### src/rtl/if_fetch_sq.sv
// if_fetch_sq: dual-issue instruction fetch with a small packet queue feeding decode.
// At most one packet request is outstanding; redirects drop in-flight responses via discard.
module if_fetch_sq #(
   parameter logic [31:0] RESET_PC = 32'h1C00_0000,
   parameter int unsigned QDEPTH   = 4
) (
   input  logic          clk,
   input  logic          rst,
   input  logic          branch_flush_i,
   input  logic [31:0]   branch_pc_i,
   input  logic          excep_flush_i,
   input  logic [31:0]   excep_pc_i,
   output logic          inst_req_o,
   output logic [31:0]   inst_addr_o,
   input  logic          inst_addr_ok_i,
   input  logic          inst_data_ok_i,
   input  logic [63:0]   inst_rdata_i,
   input  logic          next_allowin_i,
   output logic          line1_to_next_valid_o,
   output logic          line2_to_next_valid_o,
   output logic [127:0]  to_next_obus
);
   localparam int unsigned PW = $clog2(QDEPTH);
   localparam int unsigned CW = PW + 1;

   typedef enum logic [1:0] {IDLE, REQ, WAIT} state_t;

   state_t         state;
   logic [31:0]    fetch_pc;
   logic [31:0]    req_pc;
   logic           discard;
   logic [31:0]    q_pc   [QDEPTH];
   logic [63:0]    q_data [QDEPTH];
   logic [PW-1:0]  rd_ptr;
   logic [PW-1:0]  wr_ptr;
   logic [CW-1:0]  count;

   logic           flush;
   logic [31:0]    flush_pc;
   logic           empty;
   logic [31:0]    head_pc;
   logic [63:0]    head_data;
   logic [31:0]    line1_inst;
   logic           line1_valid;
   logic           push;
   logic           pop;
   logic           inflight;
   logic [CW:0]    occ;
   logic           credit;

   always_comb begin
      flush       = excep_flush_i | branch_flush_i;
      flush_pc    = excep_flush_i ? excep_pc_i : branch_pc_i;
      empty       = (count == '0);
      head_pc     = q_pc[rd_ptr];
      head_data   = q_data[rd_ptr];
      line1_inst  = head_pc[2] ? head_data[63:32] : head_data[31:0];
      line1_valid = ~empty & ~flush;
      pop         = line1_valid & next_allowin_i;
      push        = (state == WAIT) & inst_data_ok_i & ~discard & ~flush;
      inflight    = (state == WAIT) & ~discard;
      // Occupancy after this cycle's pop, plus the slot the live request will fill.
      occ         = {1'b0, count} - (CW+1)'(pop) + (CW+1)'(inflight);
      credit      = occ < (CW+1)'(QDEPTH);
   end

   always_comb begin
      inst_req_o            = (state == REQ);
      inst_addr_o           = {fetch_pc[31:3], 3'b000};
      line1_to_next_valid_o = line1_valid;
      line2_to_next_valid_o = line1_valid & ~head_pc[2];
      to_next_obus          = empty ? '0
                            : {head_pc + 32'd4, head_data[63:32], head_pc, line1_inst};
   end

   always_ff @(posedge clk) begin
      if (rst) begin
         state    <= IDLE;
         fetch_pc <= RESET_PC;
         req_pc   <= '0;
         discard  <= 1'b0;
         rd_ptr   <= '0;
         wr_ptr   <= '0;
         count    <= '0;
      end else begin
         if (flush) begin
            rd_ptr <= '0;
            wr_ptr <= '0;
            count  <= '0;
         end else begin
            if (push) wr_ptr <= wr_ptr + PW'(1);
            if (pop)  rd_ptr <= rd_ptr + PW'(1);
            count <= count + CW'(push) - CW'(pop);
         end

         unique case (state)
            IDLE: begin
               if (flush || credit) state <= REQ;
            end
            REQ: begin
               if (inst_addr_ok_i) begin
                  req_pc   <= fetch_pc;
                  fetch_pc <= {fetch_pc[31:3] + 29'd1, 3'b000};
                  state    <= WAIT;
                  if (flush) discard <= 1'b1;
               end
            end
            WAIT: begin
               if (inst_data_ok_i) begin
                  discard <= 1'b0;
                  state   <= (credit || flush) ? REQ : IDLE;
               end else if (flush) begin
                  discard <= 1'b1;
               end
            end
            default: state <= IDLE;
         endcase

         // Placed after the FSM so a redirect wins over the addr_ok advance.
         if (flush) fetch_pc <= flush_pc;
      end
   end

   always_ff @(posedge clk) begin
      if (push) begin
         q_pc[wr_ptr]   <= req_pc;
         q_data[wr_ptr] <= inst_rdata_i;
      end
   end
endmodule
### config.mk
export PLATFORM = sky130hd
export DESIGN_NAME = if_fetch_sq
export DESIGN_NICKNAME = d
export VERILOG_FILES = /design/src/rtl/if_fetch_sq.sv
export SDC_FILE = /design/constraint.sdc
export NUM_CORES = 1
export LEC_CHECK = 0
export BUFFER_PORTS_ARGS = -buffer_cell sky130_fd_sc_hd__clkbuf_2
export CORE_MARGIN = 4
export CORE_UTILIZATION = 61
export DETAILED_ROUTE_END_ITERATION = 8
export PLACE_DENSITY = 0.86
export SYNTH_ARGS = -nofsm -noshare
export SYNTH_HDL_FRONTEND = slang
export SYNTH_SLANG_ARGS = --single-unit
### constraint.sdc
create_clock -name clk -period 12.1 [get_ports clk]
set_input_delay 1.815 -clock clk [delete_from_list [all_inputs] [get_ports clk]]
set_output_delay 1.815 -clock clk [all_outputs]
set_load 0.01 [all_outputs]
Word level (Yosys, flattened, before mapping)

Memory sizes are Yosys's and may differ from the RTL's. A register that Yosys moved wholly into a read port is not among the register bits.
Index checks and enable logic that the tools add are counted.

Bits in registers: 74
Input bits: 135
ROM bits: 0
Output and inout port bits: 163
Latch bits: 0
Memories kept: 2
RAM bits: 384

Equality and inequality tests: 5
$mul: 0
Div/mod/pow operators: 0
Add/subtract/negate cells: 8
Shifts and indexed selects: 0
$lt $le $gt $ge: 1
Reductions and logical operators: 11
Muxes and demuxes: 21
Bitwise gates (word level): 12

Memories:

| memory | depth | width | rd ports | clocked after Yosys merged registers in | write ports | RTL line | text |
|---|---|---|---|---|---|---|---|
| q_data | 4     | 64    | 1        | 1                                       | 1           | 33       | `logic [63:0] q_data [QDEPTH];` |
| q_pc   | 4     | 32    | 1        | 1                                       | 1           | 32       | `logic [31:0] q_pc [QDEPTH];` |

Operator list:

| operator              | count |
|---|---|
| $mux 32               | 5 |
| $mux 128              | 1 |
| $add 32x3->32 const B | 1 |
| $add 29x1->29 const B | 1 |
| $mux 2                | 7 |
| $and 1x1->1           | 7 |
| $mux 1                | 6 |
| $pmux 2 s3            | 1 |
| $reduce_and 2->1      | 3 |
| $reduce_bool 2->1     | 3 |
| $add 2x1->2 const B   | 2 |
| $add 4x1->4           | 1 |
| $lt 4x3->1 const B    | 1 |
| $ne 2x2->1 const B    | 2 |
| $not 1->1             | 4 |
| $sub 3x1->4           | 1 |
| $add 3x1->3           | 1 |
| $logic_not 3->1       | 1 |
| $reduce_and 3->1      | 1 |
| $sub 3x1->3           | 1 |
| $eq 2x1->1 const B    | 1 |
| $eq 2x2->1 const B    | 1 |
| $logic_not 2->1       | 1 |
| $ne 2x1->1 const B    | 1 |
| 4 further kinds       | 4 |

Logic depth before layout (Yosys ltp)

Depth in word-level cells: 11
Depth in mapped cells: 11
Mapped depth without buffers: 9

Worst setup path after synthesis

Ideal clock, no wire load.

Path kind: in2reg
Start point: in excep_flush_i
End point: mem q_data[0][0] (enable)
Library setup time: 0.466 ns
Setup slack: 6.501 ns
Required time: 11.634 ns
Data arrival time: 5.134 ns
Stages: 4
Path buffers: 1
Cells stage by stage: or2_2 > clkbuf_1 > nor3_1 > and2_1

Longest elaborated chain between the ends: 5

RTL lines:

| what                         | RTL line | text |
|---|---|---|
| start: declaration           | 11       | `input logic excep_flush_i,` |
| $or 1x1->1                   | 52       | `flush = excep_flush_i \| branch_flush_i;` |
| $not 1->1                    | 60       | `push = (state == WAIT) & inst_data_ok_i & ~discard & ~flush;` |
| $and 1x1->1                  | 60       |  |
| $mux 1                       | 125      | `if (push) begin` |
| $mux 1 (implied by the code) | 127      | `q_data[wr_ptr] <= inst_rdata_i;` |
| end: declaration             | 33       |  |

Every way passes these cells.

==> results.md <==
* Outcome: complete, no violations
* Async S/R FF share, synth at 0%
* Synth Area per Inst at 14.92 um^2
* Reg2Reg Depth at 5
* Post-route setup slack at 5.443 ns
* Pwr Density at 139.2 nW/um^2
* CTS buffer count at 45
* Worst IR drop on VDD at 80.33 uV
* CTS tree: yes
* CP arrival at 4.84 ns
* Final net count at 1708
* Layout cells sized above 1 at 30.31%
* Min Tclk post-route at 6.657 ns
* CP Launch Type: register
* Die ar. at 35120 um^2
* Drt drc at 0
* Final setup TNS at 0 ns
* Ys flop type: edfxtp_1
* Synth Register Bits at 460
* H-tree depth at 2
* Tightest Pin Transition at 1.063 ns
* Boundary Pins at 298
* CTS Hold Bufs at 0
* Final hold violation count at 0
* Largest net degree at the start of global routing at 72
* Most common cell in the synthesized netlist: edfxtp_1
* Sequential power share at 55.5%
* Cell area after placement at 21160 um^2
* CP max FO at 38
* Number of global-route vias before repair at approximately 12000
* Die W at 187.4 um
* Sequential cell area at 13060 um^2
* Die height at 187.4 um
* WL per Instance at 23.34 um
* Min-delay worst type: reg2reg
* Clk_skew at 0.008195 ns
* Seq/Total Area, Yosys at 66.48%
* Final setup violation count at 0
* Fraction of power spent switching nets at around a fifth
* Required @ worst endpoint at 10.28 ns
* Yosys top cell area share at 58.73%
* Post-route ant nets at 0
* Sw Pwr at 0.0006441 W
* Post-route cell area at 22530 um^2
* Fillers at 1972
* Mapped Area at 19630 um^2
* Vias at 12390
* Max-cap viol count at 0
* Hold Crit Depth at 2
* Yosys Warn Count at 0
* First drt pass iteration count at 5
* Vias/cell at approximately 6
* R2R Path End: q_data[0][23]$_DFFE_PP_
* Worst R2R Start: state[1]$_SDFFE_PP0P_
* Synth Instances at 1316
* Gpl congestion at 0.9329
* Area Growth Syn to Fin at 14.77%
* Buffers on Ports at around 290
* Initial antenna violation count at 2
* Placement Setup Slack at 6.056 ns
* WL final at 46740 um
* Root buffer cell: clkbuf_16
* Comb pwr share at 3.2%
* Post-CTS Setup Repair Bufs at 0
* Cts repair resizes at 0
* Clock power frac at 41.3%
* Remaining global-route overflow at 0
* Hold Path End: req_pc[1]$_SDFFE_PP0P_
* RSZ-0062 raised after global routing: false
* Core area at roughly 32000 um^2
* Clock Path Buffers at 3
* Max frequency at ~150 MHz
* Drt initial violations at around 1300
* Clk Latency, worst-skew pair at 0.53 ns
* Rows at between 60 and 70
* Initial Util at around 62%
* Setup slack, reg-to-reg at 8.71 ns
* First-pass GRT wire length at 72080 um
* Most frequent cells after synthesis: 384 x edfxtp_1, 113 x nand2_1, 93 x mux4_2
* Total GRT Usage at 26.19%
* Ranking of synthesized cells by area: edfxtp_1 59%, mux4_2 11%, dfxtp_1 7.7%
* CTS Sinks at 460
* Tcrit/Tclk final at roughly 55%
* Hpwl dp at 29900 um
* Hold Path Origin: fetch_pc[1]$_SDFFE_PP0P_
* EDFF count, synth at 384
* Synth area leader: edfxtp_1
* Max-slew headroom at around 29%
* Leak at 8.027 nW
* Max-slew violations at 0
* Capturing element type of the critical path: output pin
* Post-synth cell types at 56
* Setup Crit Path Kind: reg2out
* Layout Utilization at 71.22%
* Internal power at 0.002493 W
* Register clock-pin slew on the reported worst setup and hold paths at ~0.06 ns
* Area of the multi-input gates at between 5000 and 6000 um^2
[logic make-up after synthesis]
| group | count (synthesis) | synth area share [%] |
|---|---|---|
| flip-flops | 460 | 66.48 |
| AND/OR/NAND/NOR | 413 | 10.67 |
| multiplexers | 144 | 13.56 |
| AO/OA/AOI/OAI | 136 | 4.092 |
| buffers and inverters | 125 | 3.295 |
| XOR/XNOR | 27 | 1.204 |
| adder cells (fa/ha/maj) | 10 | 0.6756 |
| other | 1 | 0.01910 |
[cell type report]
cell class	instances	share of cell area, %
antenna	1	0.01111
clock buffer	53	5.320
clock inverter	31	0.7774
inverter	14	0.2332
multi-input combinational	733	26.44
sequential	460	57.96
tap	402	2.232
timing repair buffer	309	7.030
[critical path, cell delays in order, from the launching register on]
cell and delay (ns):
dfxtp_4 0.85, buf_4 0.61, mux4_1 0.44, nand4_1 0.23
or4_1 0.91, or4_1 0.62, a21oi_1 0.35, clkbuf_2 0.22
[through the flow]
step | hold WS, ns | cells | total power [W]
floorplan | 0.4319 | 1318 | 0.001828
global placement | 0.4548 | 1918 | 0.001870
detailed placement | 0.4601 | 1918 | 0.001875
CTS | 0.4689 | 2002 | 0.003154
global route | 0.4875 | 2003 | 0.003241
finish | 0.4728 | 2003 | 0.003137
[routing by layer]
layer	part of all wire (%)	global-route usage [%]
met1	38	35.68
met2	49	42.92
met3	9.5	6.066
met4	3.3	7.933
met5	0	0
[cells in the final DEF, fill, tap and decap left out, drive strengths merged, types with 14 or more instances in the layout]
cell type,count
a21oi,78
and2,76
and3,18
buf,15
clkbuf,347
clkinv,26
dfxtp,76
edfxtp,384
inv,14
mux2i,42
mux4,96
nand2,113
nand3,18
nand4,16
nor2,85
nor3,25
o21ai,15
xnor2,22
[state kept, by name, indices dropped and copies added (netlist names), named ones only]
register and flops:
q_data 256, q_pc 128, fetch_pc 32, req_pc 32, count 3, rd_ptr 2, state 2, wr_ptr 2
discard 1
[power groups by stage]
stage | logic [W] | clock network (W) | registers (W)
finish | 0.000100 | 0.00130 | 0.00174
global route | 0.000112 | 0.00139 | 0.00174
CTS | 0.000100 | 0.00131 | 0.00174
detailed placement | 0.0000997 | 0 | 0.00177
global placement | 0.0000965 | 0 | 0.00177
floorplan | 0.0000600 | 0 | 0.00177
[how the worst max path moves through the flow]
stage	start	end	cells after the start
after floorplan	excep_flush_i	q_data[0][0]$_DFFE_PP_	4
after global placement	register	to_next_obus[127]	7
after detailed placement	register	to_next_obus[127]	7
after CTS	register	to_next_obus[127]	7
after global routing	register	to_next_obus[127]	7
final	register	to_next_obus[127]	7
Note: power is estimated with default switching activity, not from simulation.
